**src/rtl/square_sched_pkg.sv**
```systemverilog
// rtl/square_sched_pkg.sv - shared types and constants for the square/multiply scheduler
package square_sched_pkg;

    localparam int DEF_NUM_CH      = 4;
    localparam int DEF_MUL_LATENCY = 3;
    // Tag channel field is sized for the largest supported channel count (16).
    localparam int MAX_CW          = 4;

    typedef struct packed {
        logic              valid;
        logic [MAX_CW-1:0] ch;
    } tag_t;

    function automatic int clog2(input int value);
        int r;
        r = 0;
        for (int i = 0; i < 31; i++) begin
            if ((1 << i) < value) begin
                r = i + 1;
            end
        end
        return r;
    endfunction

endpackage

```
**src/rtl/rr_arbiter.sv**
```systemverilog
// rtl/rr_arbiter.sv - combinational round-robin arbiter searching upward from ptr with wrap
module rr_arbiter
    import square_sched_pkg::*;
#(
    parameter int  N  = DEF_NUM_CH,
    localparam int CW = clog2(N)
) (
    input  logic [N-1:0]  req,
    input  logic [CW-1:0] ptr,
    input  logic          en,
    output logic [N-1:0]  gnt,
    output logic [CW-1:0] gnt_idx
);

    int   idx;
    logic found;

    always_comb begin
        gnt     = '0;
        gnt_idx = '0;
        found   = 1'b0;
        idx     = 0;
        for (int k = 0; k < N; k++) begin
            idx = int'(ptr) + k;
            if (idx >= N) begin
                idx = idx - N;
            end
            if (en && !found && req[idx]) begin
                found    = 1'b1;
                gnt[idx] = 1'b1;
                gnt_idx  = CW'(idx);
            end
        end
    end

endmodule

```
**src/rtl/square_scheduler.sv**
```systemverilog
// rtl/square_scheduler.sv - time-shares one fixed-latency multiplier between NUM_CH channels
module square_scheduler
    import square_sched_pkg::*;
#(
    parameter int  NUM_CH         = DEF_NUM_CH,
    parameter int  SRC_DATA_WIDTH = 16,
    parameter int  MUL_LATENCY    = DEF_MUL_LATENCY,
    localparam int CW             = clog2(NUM_CH),
    localparam int W              = SRC_DATA_WIDTH
) (
    input  logic                clk,
    input  logic                rst,
    input  logic                hold,
    input  logic [NUM_CH-1:0]   req_valid,
    input  logic [NUM_CH*W-1:0] req_src0,
    input  logic [NUM_CH*W-1:0] req_src1,
    output logic [NUM_CH-1:0]   req_ready,
    output logic                mul_valid,
    output logic [W-1:0]        mul_src0,
    output logic [W-1:0]        mul_src1,
    input  logic [2*W-1:0]      mul_res,
    output logic                res_valid,
    output logic [CW-1:0]       res_ch,
    output logic [2*W-1:0]      res_data,
    output logic                busy
);

    logic [CW-1:0]     ptr;
    logic [CW-1:0]     gnt_idx;
    logic [NUM_CH-1:0] gnt;
    logic              grant;
    logic              tag_any;
    tag_t              tags [MUL_LATENCY];

    // Reset and hold both suppress the grant so req_ready stays low combinationally.
    rr_arbiter #(.N(NUM_CH)) u_arb (
        .req     (req_valid),
        .ptr     (ptr),
        .en      (!rst && !hold),
        .gnt     (gnt),
        .gnt_idx (gnt_idx)
    );

    assign req_ready = gnt;
    assign grant     = |gnt;

    always_ff @(posedge clk) begin
        if (rst) begin
            ptr       <= '0;
            mul_valid <= 1'b0;
            mul_src0  <= '0;
            mul_src1  <= '0;
            res_valid <= 1'b0;
            res_ch    <= '0;
            res_data  <= '0;
            for (int k = 0; k < MUL_LATENCY; k++) begin
                tags[k] <= '0;
            end
        end else begin
            mul_valid <= grant;
            if (grant) begin
                ptr      <= (gnt_idx == CW'(NUM_CH - 1)) ? '0 : gnt_idx + CW'(1);
                mul_src0 <= req_src0[int'(gnt_idx)*W +: W];
                mul_src1 <= req_src1[int'(gnt_idx)*W +: W];
            end
            tags[0] <= '{valid: grant, ch: MAX_CW'(gnt_idx)};
            for (int k = 1; k < MUL_LATENCY; k++) begin
                tags[k] <= tags[k-1];
            end
            // The last tag stage lines up with the product on mul_res.
            res_valid <= tags[MUL_LATENCY-1].valid;
            if (tags[MUL_LATENCY-1].valid) begin
                res_ch   <= CW'(tags[MUL_LATENCY-1].ch);
                res_data <= mul_res;
            end
        end
    end

    always_comb begin
        tag_any = 1'b0;
        for (int k = 0; k < MUL_LATENCY; k++) begin
            tag_any = tag_any | tags[k].valid;
        end
    end

    assign busy = mul_valid | tag_any | res_valid;

endmodule

```
**config.mk**
```make
export PLATFORM = sky130hd
export DESIGN_NAME = square_scheduler
export DESIGN_NICKNAME = d
export VERILOG_FILES = /design/src/rtl/square_sched_pkg.sv /design/src/rtl/rr_arbiter.sv /design/src/rtl/square_scheduler.sv
export SDC_FILE = /design/constraint.sdc
export NUM_CORES = 1
export LEC_CHECK = 0
export BUFFER_PORTS_ARGS = -buffer_cell sky130_fd_sc_hd__buf_2
export CAP_MARGIN = 15
export CORE_MARGIN = 1.5
export CORE_UTILIZATION = 44
export DETAILED_ROUTE_END_ITERATION = 16
export MAX_ROUTING_LAYER = met4
export PLACE_DENSITY_LB_ADDON = 0.2
export SLEW_MARGIN = 5
export SYNTH_ARGS = -nofsm -noshare
export SYNTH_HDL_FRONTEND = slang
export SYNTH_SLANG_ARGS = --single-unit
```
**constraint.sdc**
```tcl
create_clock -name clk -period 3 [get_ports clk]
set_clock_uncertainty 0.05 [all_clocks]
set_input_delay 0.3 -clock clk [delete_from_list [all_inputs] [get_ports clk]]
set_output_delay 0.3 -clock clk [all_outputs]
set_load 0.01 [all_outputs]
```
==> flow_summary.ini <==
[status]
status = finished, final reports clean

[placement]
dpl_cell_area_um2 = 7110
io_buffers = 239
gp_routability_congestion = 0.936
dp.final_hpwl_um = 12700

[floorplan]
die_area_um2 = 13500
core-area_um2 = 12600
io_pins = 240
die_w_um = 116
initial_core_util_pct = 44.8
num_rows = 41
die_h_um = 116

[cells_and_area]
area_growth_pct = 33.2
layout_commonest_cell = buf_2
drive_above_1_share_pct = 42.3
layout_common_cells = buf_2, o21ai_0, dfxtp_1
stdcell_area_um2 = 7500
fin_nets = 1067

[detailed_routing]
wl_um = 17900
first_iter_violations = 315
vias = 6053
wl_per_cell_um = 16.8
ant_nets = 0
drtPass1Iterations = 4
viasPerCell = 5.65
drc = 0

[synthesis]
synth_xor_area_share_pct = 0.155
syn_nets = 840
synth_compound_area_share_pct = 22.5
synthMuxAreaShare_pct = 20.4
synth_seq_area_share_pct = 27.7
synthDistinctLibCells = 43
synthAdderAreaFrac_pct = 1.78
syn_area_um2 = 5640
synth_edf_count = 0
dominantRegCellSynth = dfxtp_1
syn-instance-count = 665
synth_top_family_by_area = compound AO/OA/AOI/OAI gates
synth_warnings = 0
synthArstFlopShare_pct = 0
synthSimpleGateAreaFrac_pct = 21.1
ys_ff_latch = 78
synth.avg_cell_area_um2 = 8.47

[setup_path]
critPathKind = flip-flop to flip-flop
timing.critical_path.arrival_ns = 3.13
r2r_setup_slack_ns = 0.1
r2r_end = mul_src1[3]
crit_path_end_kind = flip-flop
r2r-start = ptr[1]
cp.required_ns = 3.23
r2r_cells = 12
worst_setup_path_start_kind = flip-flop
crit_fanout = 15

[grt]
grt_usage_pct = 25.8
grt_start_max_net_pins = 60
grt_antenna_before_repair = 1
grt_overflow_total = 0
grt_pass1_vias = 5570
grt_pass1_wl_um = 26500

[cts]
cts.sink_count = 78
clock_path_buffers = 2
htreeDepth = 3
cts_buffers = 9
holdBufCountCts = 0
insertion_delay_ns = 0.33
cts_root_buf = clkbuf_16
path_clk_slew_ns = 0.07
cts_tree = built

[flow_run]
maxCapViolations = 0

[timing]
min_period_ns = 2.90
final_hold_viol_count = 0
maxSlewViolCount = 0
worst_pin_slew_ns = 1.02
slew_headroom_pct = 32.0
setup_viol = 0
fmax_mhz = 345
timing.final.crit_share_pct = 96.7

[min_path]
min_path_type = input port to flip-flop
holdPathStages = 3
hp-start = mul_res[1]
min_to = res_data[1]

[pwr]
power_density_nw_per_um2 = 787
peakVddDrop_v = 0.000395
power.total_uw = 5910
leakagePower_uw = 0.00363
per-layer routing:
metal	track usage, %	wire length [µm]	vias up
met3	4.20	1320	39
met5	-	0	-
li1	-	-	2902
met4	12.2	466	0
met1	30.1	7570	2816
met2	43.5	8600	296
timing repair:
action | CTS | global route
gates resized for setup | 0 | 2
endpoints found under the setup margin | 0 | 16
setup buffers | 0 | 9
hold endpoints to repair | 0 | 0
cell type report:
class,instances,area (µm²)
inverter,9,33.8
clock buffer,10,239
antenna,2,5.00
fill,1128,5060
tap,172,215
sequential,78,1570
multi-input combinational,513,3770
clock inverter,6,52.6
timing repair buffer,281,1620
per-stage QoR:
step	util [%]	std cells	hold slack [ns]	setup TNS, ns	setup slack, ns
floorplan	-	665	0.364	0	0.00352
global placement	56.5	1043	0.368	0	0.120
detailed placement	56.5	1043	0.380	0	0.0985
CTS	58.9	1059	0.147	0	0.0492
global route	59.7	1070	0.163	-0.326	-0.0370
finish	59.7	1071	0.154	0	0.0993
cells by family (layout without fill, tap and decap cells):
logic type,Yosys count,count (layout)
and+or+nand+nor,218,218
AOI/OAI and AO/OA,180,180
muxes,106,106
DFF,78,78
buffers and inverters,74,306
adders and majority gates,8,8
xor gates and xnor gates,1,1
other,0,2
flip-flops by register name (all words and copies together) (netlist names):
name       cells
res_data      32
mul_src0      16
mul_src1      16
tags           9
ptr            2
res_ch         2
res_valid      1
synth_stat cells, drive strengths merged, types with 2 or more instances:
cell	count	area, µm²
nand3b	33	248
nor2b	8	50.1
mux2	33	372
o32a	32	320
buf	21	158
inv	9	33.8
dfxtp	78	1560
and3	65	407
clkbuf	44	165
a21oi	2	10.0
nor3	2	21.3
mux2i	69	691
o21ai	129	754
nand2b	2	20.0
mux4	4	90.1
nand2	65	244
nor2	37	139
a32oi	4	35.0
ha	8	100
o221ai	5	68.8
worst max-delay path: stages, from the launching register on:
cell,delay [ns]
dfxtp_1,0.33
inv_1,0.08
ha_4,0.31
mux4_2,0.55
nand2b_4,0.11
or3_4,0.16
buf_12,0.12
o221ai_2,0.13
nor4_4,0.48
buf_12,0.21
buf_12,0.15
nand3b_1,0.10
o21ai_2,0.07
where the power goes:
group	switching, µW	internal, µW	total, µW
registers	137	1250	1380
clock network	453	597	1050
logic	1770	1710	3470
worst max-delay path by stage:
stage / from / end / slack, ns
after CTS: ptr[1] / req_ready[0] / 0.05
after floorplan: ptr[0] / ptr[0] / 0.004
after global placement: ptr[0] / ptr[0] / 0.12
after global routing: ptr[1] / mul_src1[1] / -0.04
final: ptr[1] / mul_src1[3] / 0.1
after detailed placement: ptr[1] / ptr[0] / 0.1
(Power assumes the default switching activity.)
